[config.mk]
export PLATFORM = sky130hd
export DESIGN_NAME = alu_issue_flat
export DESIGN_NICKNAME = d
export VERILOG_FILES = /design/src/rtl/alu_issue_if.sv /design/src/rtl/alu_issue.sv /design/src/flat_wrapper.sv
export SDC_FILE = /design/constraint.sdc
export NUM_CORES = 1
export LEC_CHECK = 0
export BUFFER_PORTS_ARGS = -buffer_cell sky130_fd_sc_hd__buf_2
export CAP_MARGIN = 10
export CORE_AREA = 2 2 107 109
export CTS_CLUSTER_DIAMETER = 30
export DETAILED_ROUTE_END_ITERATION = 10
export DIE_AREA = 0 0 109 111
export PLACE_DENSITY = 0.84
export SLEW_MARGIN = 20
export SYNTH_ARGS = -nofsm -noshare
export SYNTH_HDL_FRONTEND = slang
export SYNTH_SLANG_ARGS = --single-unit
[constraint.sdc]
create_clock -name clk_i -period 2.6 [get_ports clk_i]
set_clock_uncertainty 0.2 [all_clocks]
set_input_delay 0.26 -clock clk_i [delete_from_list [all_inputs] [get_ports clk_i]]
set_output_delay 0.26 -clock clk_i [all_outputs]
set_load 0.02 [all_outputs]
[src/rtl/alu_issue_if.sv]
// rtl/alu_issue_if.sv - ID-side and ALU-side handshake bundle for the ALU issue stage
interface alu_issue_if #(
    parameter int DW = 32
);
    logic          flush;
    logic          in_valid;
    logic          in_ready;
    logic [1:0]    in_alu_op;
    logic [5:0]    in_funct;
    logic [5:0]    in_opcode;
    logic [DW-1:0] in_a;
    logic [DW-1:0] in_b;
    logic          out_valid;
    logic          out_ready;
    logic [DW-1:0] data1;
    logic [DW-1:0] data2;
    logic [3:0]    ctrl_sig;
    logic          illegal;

    // Environment side: drives ID fields and EX ready, observes the issued op
    modport master (
        output flush, in_valid, in_alu_op, in_funct, in_opcode, in_a, in_b, out_ready,
        input  in_ready, out_valid, data1, data2, ctrl_sig, illegal
    );

    // Issue stage side
    modport slave (
        input  flush, in_valid, in_alu_op, in_funct, in_opcode, in_a, in_b, out_ready,
        output in_ready, out_valid, data1, data2, ctrl_sig, illegal
    );
endinterface

[src/rtl/alu_issue.sv]
// rtl/alu_issue.sv - ALU control decode with a 2-entry skid buffer toward EX
module alu_issue #(
    parameter int DW = 32
) (
    input  logic         clk_i,
    input  logic         rst_i,
    alu_issue_if.slave   bus
);
    localparam logic [3:0] C_AND = 4'b0000;
    localparam logic [3:0] C_OR  = 4'b0001;
    localparam logic [3:0] C_ADD = 4'b0010;
    localparam logic [3:0] C_SUB = 4'b0110;
    localparam logic [3:0] C_SLT = 4'b0111;
    localparam logic [3:0] C_NOR = 4'b1100;

    logic [3:0]    dec_ctrl;
    logic          dec_ill;

    logic          main_valid_q, main_valid_d;
    logic [DW-1:0] main_a_q, main_a_d, main_b_q, main_b_d;
    logic [3:0]    main_ctrl_q, main_ctrl_d;
    logic          main_ill_q, main_ill_d;

    logic          skid_valid_q, skid_valid_d;
    logic [DW-1:0] skid_a_q, skid_a_d, skid_b_q, skid_b_d;
    logic [3:0]    skid_ctrl_q, skid_ctrl_d;
    logic          skid_ill_q, skid_ill_d;

    logic          in_ready_q, in_ready_d;
    logic          accept, drain;

    assign accept = bus.in_valid & in_ready_q;
    assign drain  = main_valid_q & bus.out_ready;

    // Translate decoded instruction fields into the ALU control code
    always_comb begin
        dec_ctrl = C_ADD;
        dec_ill  = 1'b0;
        unique case (bus.in_alu_op)
            2'b00: dec_ctrl = C_ADD;
            2'b01: dec_ctrl = C_SUB;
            2'b10: begin
                case (bus.in_funct)
                    6'b100000, 6'b100001: dec_ctrl = C_ADD;
                    6'b100010, 6'b100011: dec_ctrl = C_SUB;
                    6'b100100:            dec_ctrl = C_AND;
                    6'b100101:            dec_ctrl = C_OR;
                    6'b100111:            dec_ctrl = C_NOR;
                    6'b101010:            dec_ctrl = C_SLT;
                    default:              dec_ill  = 1'b1;
                endcase
            end
            default: begin
                case (bus.in_opcode)
                    6'b001000, 6'b001001: dec_ctrl = C_ADD;
                    6'b001100:            dec_ctrl = C_AND;
                    6'b001101:            dec_ctrl = C_OR;
                    6'b001010:            dec_ctrl = C_SLT;
                    default:              dec_ill  = 1'b1;
                endcase
            end
        endcase
    end

    // Next-state for main/skid entries; data fields change only when loaded
    always_comb begin
        main_valid_d = main_valid_q;
        main_a_d     = main_a_q;
        main_b_d     = main_b_q;
        main_ctrl_d  = main_ctrl_q;
        main_ill_d   = main_ill_q;
        skid_valid_d = skid_valid_q;
        skid_a_d     = skid_a_q;
        skid_b_d     = skid_b_q;
        skid_ctrl_d  = skid_ctrl_q;
        skid_ill_d   = skid_ill_q;
        if (bus.flush) begin
            main_valid_d = 1'b0;
            skid_valid_d = 1'b0;
        end else if (drain && skid_valid_q) begin
            // in_ready is low while skid is full, so no accept can coincide here
            main_valid_d = 1'b1;
            main_a_d     = skid_a_q;
            main_b_d     = skid_b_q;
            main_ctrl_d  = skid_ctrl_q;
            main_ill_d   = skid_ill_q;
            skid_valid_d = 1'b0;
        end else if (!main_valid_q || drain) begin
            main_valid_d = accept;
            if (accept) begin
                main_a_d    = bus.in_a;
                main_b_d    = bus.in_b;
                main_ctrl_d = dec_ctrl;
                main_ill_d  = dec_ill;
            end
        end else if (accept) begin
            skid_valid_d = 1'b1;
            skid_a_d     = bus.in_a;
            skid_b_d     = bus.in_b;
            skid_ctrl_d  = dec_ctrl;
            skid_ill_d   = dec_ill;
        end
    end

    // Ready is registered from the next skid occupancy, keeping out_ready off the in_ready path
    assign in_ready_d = ~skid_valid_d;

    // State registers with synchronous reset
    always_ff @(posedge clk_i) begin
        if (rst_i) begin
            main_valid_q <= 1'b0;
            main_a_q     <= '0;
            main_b_q     <= '0;
            main_ctrl_q  <= C_ADD;
            main_ill_q   <= 1'b0;
            skid_valid_q <= 1'b0;
            skid_a_q     <= '0;
            skid_b_q     <= '0;
            skid_ctrl_q  <= C_ADD;
            skid_ill_q   <= 1'b0;
            in_ready_q   <= 1'b1;
        end else begin
            main_valid_q <= main_valid_d;
            main_a_q     <= main_a_d;
            main_b_q     <= main_b_d;
            main_ctrl_q  <= main_ctrl_d;
            main_ill_q   <= main_ill_d;
            skid_valid_q <= skid_valid_d;
            skid_a_q     <= skid_a_d;
            skid_b_q     <= skid_b_d;
            skid_ctrl_q  <= skid_ctrl_d;
            skid_ill_q   <= skid_ill_d;
            in_ready_q   <= in_ready_d;
        end
    end

    assign bus.in_ready  = in_ready_q;
    assign bus.out_valid = main_valid_q;
    assign bus.data1     = main_a_q;
    assign bus.data2     = main_b_q;
    assign bus.ctrl_sig  = main_ctrl_q;
    assign bus.illegal   = main_ill_q;
endmodule

[src/flat_wrapper.sv]
// flat-port wrapper written by rule: the top's interface ports become plain ports
module alu_issue_flat 
#(
    parameter int DW = 32
)
  (clk_i, rst_i, bus_flush, bus_in_valid, bus_in_alu_op, bus_in_funct, bus_in_opcode, bus_in_a, bus_in_b, bus_out_ready, bus_in_ready, bus_out_valid, bus_data1, bus_data2, bus_ctrl_sig, bus_illegal);
  alu_issue_if #(.DW(DW)) bus_i ();
  input  logic clk_i;
  input  logic rst_i;
  input wire logic [$bits(bus_i.flush)-1:0] bus_flush;
  input wire logic [$bits(bus_i.in_valid)-1:0] bus_in_valid;
  input wire logic [$bits(bus_i.in_alu_op)-1:0] bus_in_alu_op;
  input wire logic [$bits(bus_i.in_funct)-1:0] bus_in_funct;
  input wire logic [$bits(bus_i.in_opcode)-1:0] bus_in_opcode;
  input wire logic [$bits(bus_i.in_a)-1:0] bus_in_a;
  input wire logic [$bits(bus_i.in_b)-1:0] bus_in_b;
  input wire logic [$bits(bus_i.out_ready)-1:0] bus_out_ready;
  output wire logic [$bits(bus_i.in_ready)-1:0] bus_in_ready;
  output wire logic [$bits(bus_i.out_valid)-1:0] bus_out_valid;
  output wire logic [$bits(bus_i.data1)-1:0] bus_data1;
  output wire logic [$bits(bus_i.data2)-1:0] bus_data2;
  output wire logic [$bits(bus_i.ctrl_sig)-1:0] bus_ctrl_sig;
  output wire logic [$bits(bus_i.illegal)-1:0] bus_illegal;
  assign bus_i.flush = bus_flush;
  assign bus_i.in_valid = bus_in_valid;
  assign bus_i.in_alu_op = bus_in_alu_op;
  assign bus_i.in_funct = bus_in_funct;
  assign bus_i.in_opcode = bus_in_opcode;
  assign bus_i.in_a = bus_in_a;
  assign bus_i.in_b = bus_in_b;
  assign bus_i.out_ready = bus_out_ready;
  assign bus_in_ready = bus_i.in_ready;
  assign bus_out_valid = bus_i.out_valid;
  assign bus_data1 = bus_i.data1;
  assign bus_data2 = bus_i.data2;
  assign bus_ctrl_sig = bus_i.ctrl_sig;
  assign bus_illegal = bus_i.illegal;
  alu_issue #(.DW(DW)) u_core (.clk_i(clk_i), .rst_i(rst_i), .bus(bus_i));
endmodule
Word level (Yosys, flattened, before mapping)
Cells that the tools add are included.
Cells by class
  reduce and logical (&&, ||, !) cells: 13
  equal/unequal tests: 15
  muxes and demuxes: 24
  bitwise logic cells: 6
Operators with widths (number)
  $mux W32: 6
  $eq A6 B6 Y1 const B: 8
  $eq A6 B4 Y1 const B: 5
  $pmux W4 S5: 1
  $mux W4: 3
  $pmux W4 S3: 1
  $mux W1: 11
  $pmux W3 S3: 1
  $reduce_or A8 Y1: 1
  $reduce_or A2 Y1: 3
  $reduce_or A5 Y1: 1
  $not A1 Y1: 4
  $reduce_and A4 Y1: 1
  $reduce_bool A2 Y1: 2
  $reduce_and A3 Y1: 1
  $and A1 B1 Y1: 2
  $eq A2 B1 Y1 const B: 1
  $eq A2 B2 Y1 const B: 1
  $logic_not A2 Y1: 1
  $pmux W1 S2: 1
  $logic_and A1 B1 Y1: 1
  $logic_not A1 Y1: 1
  $logic_or A1 B1 Y1: 1
Word-level totals
  bits of input ports: 83
  logic and storage cells: 69
  register bits after elaboration: 141

Longest topological paths before layout
Gate-level depths: netlist (run 1).
  word-level depth: 7
  gate-level depth with buffers: 8
  gate-level depth less buffers: 4

Worst setup path after synthesis (run 1)
Ideal clock, no wire load.
  path type: register to register
  start: reg u_core.main_valid_q, in the netlist u_core.bus.out_valid
  end: reg u_core.skid_ctrl_q[3]
  clock period less this slack: 2.001 ns
  required time: 2.330 ns
  buffers on the path: 2
  stages on the path, launching flop included: 7
  slack: 0.599 ns
  data arrival time: 1.730 ns
  library setup time: 0.070 ns
  path through: dfxtp_1 buf_4 nand3_1 or3_1 clkbuf_1 or4_1 a21oi_1
On the way
  cells in the longest elaborated chain, start to end: 4
RTL lines
  from (decl): line alu_issue.sv:19  | logic main_valid_q, main_valid_d;
  from (signal assigned): line alu_issue.sv:123  | main_valid_q <= main_valid_d;
  $and A1 B1 Y1 or $logic_not A1 Y1 (tied branches): line alu_issue.sv:33, alu_issue.sv:88
  $logic_and A1 B1 Y1 or $logic_or A1 B1 Y1 (tied branches): line alu_issue.sv:80, alu_issue.sv:88
  $not A1 Y1 (no source line)
  $reduce_and A4 Y1 (no source line) (*)
  to (signal assigned): line alu_issue.sv:131  | skid_ctrl_q <= skid_ctrl_d;
  to (decl): line alu_issue.sv:26  | logic [3:0] skid_ctrl_q, skid_ctrl_d;
Mark *: on every way between the ends. The rest lies on a longest branch, timed or not.
A chain may end at the register's enable or synchronous reset.

Worst setup path after layout (run 1)
  start: in bus_out_ready
  end: reg u_core.main_a_q[0], in the netlist u_core.bus.data1[0]
On the way
  cells in the longest elaborated chain, start to end: 4
RTL lines
  from (decl): line flat_wrapper.sv:17  | input wire logic [$bits(bus_i.out_ready)-1:0] bus_out_ready;
  $and A1 B1 Y1 (*): line alu_issue.sv:33  | assign drain = main_valid_q & bus.out_ready;
  $logic_and A1 B1 Y1 or $logic_or A1 B1 Y1 (tied branches): line alu_issue.sv:80, alu_issue.sv:88
  $reduce_bool A2 Y1 (no source line)
  $reduce_and A3 Y1 (no source line)
  to (signal assigned): line alu_issue.sv:124  | main_a_q <= main_a_d;
  to (decl): line alu_issue.sv:20  | logic [DW-1:0] main_a_q, main_a_d, main_b_q, main_b_d;
Marked as above.

==> results of run 1 <==
-- metrics by stage --
step	instance area, um^2	hold slack, ps	utilization	worst slack, ps
global route	7800	62.0	0.704	361
global placement	6470	241	0.584	596
floorplan	5610	138	-	599
detailed placement	6470	244	0.584	533
finish	7800	41.1	0.704	514
CTS	7800	21.3	0.704	531
-- layout make-up --
class | instances | share of cell area
Tap cell | 143 | 0.0229
Timing Repair Buffer | 234 | 0.203
Inverter | 6 | 0.00289
Multi-Input combinational cell | 515 | 0.326
Clock inverter | 9 | 0.0201
Clock buffer | 23 | 0.0639
Sequential cell | 141 | 0.362
-- cell usage in the layout (no fill, tap or decap), types with 3 or more instances in the layout --
cell type | synthesis | layout
buf_12 | 0 | 3
a311oi_1 | 66 | 66
buf_4 | 1 | 12
a21oi_1 | 70 | 70
bufinv_16 | 0 | 4
nand2_1 | 264 | 264
nand2b_1 | 4 | 4
clkbuf_8 | 0 | 5
o21ai_0 | 4 | 4
dfxtp_1 | 141 | 141
nand4_1 | 3 | 3
dlygate4sd3_1 | 0 | 67
inv_1 | 6 | 6
buf_2 | 14 | 152
nor2_1 | 69 | 69
clkinvlp_4 | 0 | 3
clkbuf_16 | 0 | 17
-- report_power, final --
group	switching, W	internal, W
logic	0.000330	0.000252
registers	0.0000449	0.00225
clock network	0.000903	0.00173
-- kinds of logic (layout without fill, tap and decap cells) --
group,after synthesis,after routing,share of synthesized area
and+or+nand+nor,361,361,0.258
buffers and inverters,67,272,0.0486
AOI/OAI and AO/OA,154,154,0.191
DFF,141,141,0.503
-- registers in the layout (all words and copies together) (netlist names) --
name                  cells
u_core.skid_a_q          32
u_core.skid_valid_q       1
u_core.skid_ill_q         1
u_core.bus.in_ready       1
u_core.bus.data2         32
u_core.bus.illegal        1
u_core.bus.ctrl_sig       4
u_core.skid_b_q          32
u_core.skid_ctrl_q        4
u_core.bus.out_valid      1
u_core.bus.data1         32
-- worst min-delay path, stage by stage --
cell and delay [ps]:
buf_2 120, nand2_1 130, a211oi_1 90
-- how the worst max path moves through the flow --
stage / end / slack (ps) / depth (start not counted)
final: u_core.bus.data1[0]$_SDFFE_PP0P_ / 510 / 7
after global routing: u_core.bus.data1[13]$_SDFFE_PP0P_ / 360 / 5
after CTS: u_core.skid_ctrl_q[3]$_SDFFE_PP0P_ / 530 / 4
after detailed placement: u_core.skid_ctrl_q[2]$_SDFFE_PP0P_ / 530 / 5
after global placement: u_core.skid_ctrl_q[3]$_SDFFE_PP0P_ / 600 / 4
after floorplan: u_core.skid_ctrl_q[3]$_SDFFE_PP0P_ / 600 / 6
-- per-layer routing --
layer	share of wire	vias to the layer above	global-route usage	wire [um]
li1	-	2847	-	-
met1	0.43	2614	0.318	6590
met2	0.48	220	0.411	7270
met3	0.063	42	0.0629	954
met4	0.029	0	0.128	444
met5	0	-	0	0
==> impl_results.md, run 1 <==
* Nets at 998
* Pin count of the biggest net entering global routing at 74
* CTS clk-pin slew, worst paths at 60 ps
* Row cnt at 39
* Top-count cell post-synth: nand2_1
* Asr flop ratio synth at 0
* Critical path type: primary input to flop
* Worst path required time at 2720 ps
* Top cells by area, synth: dfxtp_1, nand2_1, a311oi_1
* Clk buf depth at 2
* Chip width at 109 um
* WP data arrival at 2200 ps
* Dpl cells at 972
* Hold Buf Count CTS at 67
* Mapped cell area at 5610 um^2
* Post-synth top area share at 0.503
* Hold worst-path end: u_core.bus.out_valid$_SDFFE_PP0N_
* # fillers at 833
* Initial DRC count at 449
* WHS Path Cells at 3
* CTS resizes at 0
* Sequential share of the synthesized area at 0.503
* Final HPWL DP at 8.57 mm
* DRC violation count after routing at 0
* Cells after Synth at 723
* Via density at 5.34
* Multi-input gate area at 2540 um^2
* VDD IR max at 0.574 mV
* Share of cells above drive strength 1 at 0.220
* Hold Crit Class: primary input to flop
* Starting Density at 0.506
* Final setup violation count at 0
* CTS Root Cell: clkbuf_16
* Syn avg cell area at 7.76 um^2
* Slowest CP cell: dlygate4sd3_1
* GRT overflow at 0
* Synthesis-to-layout area growth at 39.0%
* Final setup TNS at 0 ps
* RSZ-0062 raised after global routing: false
* Final Total Pwr at 0.00551 W
* Synth warnings at 0
* Cell taking the most area after synthesis: dfxtp_1
* Ys flop type: dfxtp_1
* Worst r2r src: u_core.bus.out_valid$_SDFFE_PP0N_
* Crit path largest cell delay at 570 ps
* Crit path launch type: primary input
* Synth cell types at 38
* Die area at 12,100 um^2
* WP buf/inv at 4
* Slew @ Worst Pin at 698 ps
* GPL Wtd Cong at 0.796
* Core area at 11,100 um^2
* Antenna violations before repair at 0
* Detail Route Antenna Nets at 0
* Diodes inserted at 0
* Clk_lat worst skew at 420 ps
* FF-to-FF End: u_core.skid_ctrl_q[3]$_SDFFE_PP0P_
* Port bufs at 153
* Crit Path Max Fanout at 73
* Global-route wire length before repair at 24.5 mm
* Flop-to-flop setup slack at 530 ps
* Synth Net Count at 806
* Leakage at 3.19 nW
* GRT Total Usage at 0.257
* Initial DRT Pass Iterations at 8
* Yosys reg bits at 141
* Vias in the first global route at 5,260
* Worst setup EP type: flop
* Run status: finished clean
* Final hold vios at 0
* Sequential cell area at 2820 um^2
* Setup crit start: bus_out_ready
* Slew Limit Headroom at 0.535
* Setup bufs post-CTS at 0
* Family with the most delay on the worst path: buffers and inverters
* Share of the clock period used by the worst path at 0.802
* MaxCap Viol Count at 0
* Hold Crit Start: bus_in_valid
* Max frequency at 479 MHz
* CTS tree: done
* Total Wirelength at 15.3 mm
* R2R depth at 4
* Tmin final at 2090 ps
* CTS H-Tree Depth at 4
* Commonest cells post-synth: nand2_1, dfxtp_1, a21oi_1, nor2_1, a311oi_1
* Vias post-DR at 5,723
* Wire per inst at 14.2 um
* Die height at 111 um
* CTS Buf Count at 17
* CP cell instances: dlygate4sd3_1 -> buf_2 -> inv_1 -> a221oi_4 -> buf_12 -> nor2_1 -> a311oi_1
* EDFF count, synth at 0
* Slew Limit Fails at 0
* Layout Cells excl Fill at 1,071
* IO Pins at 154
* Pwr Density at 706 nW/um^2
* Clock sink count at 141
(Power assumes the default switching activity.)
==> run 2, diff against run 1 <==
CORE_AREA = 2 2 113 115   (was 2 2 107 109)
DIE_AREA = 0 0 115 117   (was 0 0 109 111)
PLACE_DENSITY = 0.79   (was 0.84)
clock period = 1.7 ns   (was 2.6 ns; I/O delays follow)
==> impl_results.md, run 2 (synthesized netlist as in run 1, its figures left out) <==
* Initial DRT Pass Iterations at 5
* Final hold vios at 0
* DRC violation count after routing at 0
* Worst hold margin at 20.5 ps
* Sequential cell area at 2830 um^2
* Share of cells above drive strength 1 at 0.277
* RSZ-0062 raised after global routing: true
* # fillers at 915
* Failing checks: negative setup slack
* MaxCap Viol Count at 0
* Via density at 5.35
* Slew @ Worst Pin at 422 ps
* Clock sink count at 141
* CP cell instances: buf_12 -> a221oi_4 -> buf_6 -> buf_12 -> nor2_1 -> a311oi_1
* Share of the clock period used by the worst path at 1.03
* Crit Path Max Fanout at 10
* Crit path top cell by count: buf_12
* Worst setup EP type: flop
* Pin count of the biggest net entering global routing at 50
* CTS H-Tree Depth at 4
* Clk buf depth at 2
* Crit path largest cell delay at 360 ps
* Clk_lat worst skew at 410 ps
* Total Wirelength at 17.3 mm
* Die height at 117 um
* CTS tree: done
* Worst slack, placed at -167 ps
* Vias in the first global route at 5,242
* IO Pins at 154
* Critical path type: flop to flop
* GRT overflow at 0
* Leakage at 3.49 nW
* Commonest non-fill, non-tap cell in the layout: nand2_1
* Slew Limit Headroom at 0.718
* Vias post-DR at 5,991
* Core area at 12,300 um^2
* Final WS setup at -50.1 ps
* GRT Total Usage at 0.233
* VDD IR max at 0.553 mV
* Global-route wire length before repair at 25.0 mm
* Detail Route Antenna Nets at 0
* Family with the most delay on the worst path: compound AO/OA/AOI/OAI gates
* WP data arrival at 1860 ps
* Starting Density at 0.456
* Nets at 1,039
* GPL Wtd Cong at 0.791
* Port bufs at 153
* Die area at 13,500 um^2
* Wire per inst at 15.4 um
* Chip width at 115 um
* Pwr Density at 965 nW/um^2
* Slew Limit Fails at 0
* Crit path launch type: flop
* Final core occ at 0.689
* Tmin final at 1750 ps
* Run status: finished with violations
* Worst path required time at 1810 ps
* CTS Root Cell: clkbuf_16
* Row cnt at 41
* Synthesis-to-layout area growth at 51.1%
* Slowest CP cell: dfxtp_4
* Final HPWL DP at 9.27 mm
* Final setup TNS at -329 ps
* Max frequency at 571 MHz
* Final setup violation count at 16
* Multi-input gate area at 2650 um^2
* CTS Buf Count at 17
* WP buf/inv at 3
* Hold Crit Class: primary input to flop
* Initial DRC count at 590
* CTS clk-pin slew, worst paths at 60 ps
* Antenna violations before repair at 1
* Most frequent cells in the layout: nand2_1, buf_2, dfxtp_1, dlygate4sd3_1, a21oi_1
-- run 2: cell types whose count changed in the layout (fill, tap and decap cells not counted), sizes merged, moves of 2 or more --
cell	delta
buf	+31
clkinv	+5
dlygate4sd3	+4
bufinv	-2
inv	+2
-- run 2: repair_timing --
action                                  in CTS  in global routing
resized for setup                            7                 32
hold buffers                                71                  0
pin swaps                                   17                 34
endpoints found under the setup margin      41                 80
cloned                                       4                  6
endpoints found under the hold margin      135                  0
setup buffers                                0                  4
-- run 2: worst paths after layout --
kind                                          start                                 end  slack (ps)  cells after the start
hold / removal                            bus_flush  u_core.skid_ctrl_q[3]$_SDFFE_PP0P_          20                      4
setup / recovery  u_core.bus.out_valid$_SDFFE_PP0N_   u_core.bus.data2[17]$_SDFFE_PP0P_         -50                      6
hold reg to reg    u_core.skid_a_q[11]$_SDFFE_PP0P_    u_core.skid_a_q[11]$_SDFFE_PP0P_         250                      2
setup reg to reg  u_core.bus.out_valid$_SDFFE_PP0N_   u_core.bus.data2[17]$_SDFFE_PP0P_         -50                      6
-- run 2: tightest hold or removal path: cells and delay by family --
family / cells / cell delay (ps)
and+or+nand+nor: 2 / 240
AOI/OAI and AO/OA: 1 / 60
buffers and inverters: 1 / 100
-- run 2: final cells by class --
type | instances | area share
antenna | 1 | 0.000295
clock buffer | 17 | 0.0502
clock inverter | 15 | 0.0173
inverter | 6 | 0.00266
multi-input combinational | 515 | 0.313
sequential | 141 | 0.334
tap | 150 | 0.0221
timing repair buffer | 275 | 0.261
-- run 2: routing by layer --
layer / share of wire / track usage / vias up
met2: 0.49 / 0.384 / 282
met3: 0.067 / 0.0525 / 23
met5: 0 / 0 / -
met1: 0.43 / 0.308 / 2739
met4: 0.013 / 0.0675 / 0
li1: - / - / 2947
-- run 2: where the power goes --
group          internal [W]  total, W  switching [W]  leakage, nW
clock network       0.00215   0.00360        0.00145        0.275
logic              0.000511   0.00108       0.000566         2.06
registers           0.00343   0.00351      0.0000731         1.15
-- run 2: per-stage QoR --
stage | power, W | cells | cell area, um^2
detailed placement | 0.00438 | 1002 | 6780
global placement | 0.00436 | 1002 | 6780
floorplan | 0.00402 | 723 | 5660
CTS | 0.00813 | 1109 | 8220
global route | 0.00845 | 1120 | 8480
finish | 0.00818 | 1120 | 8480
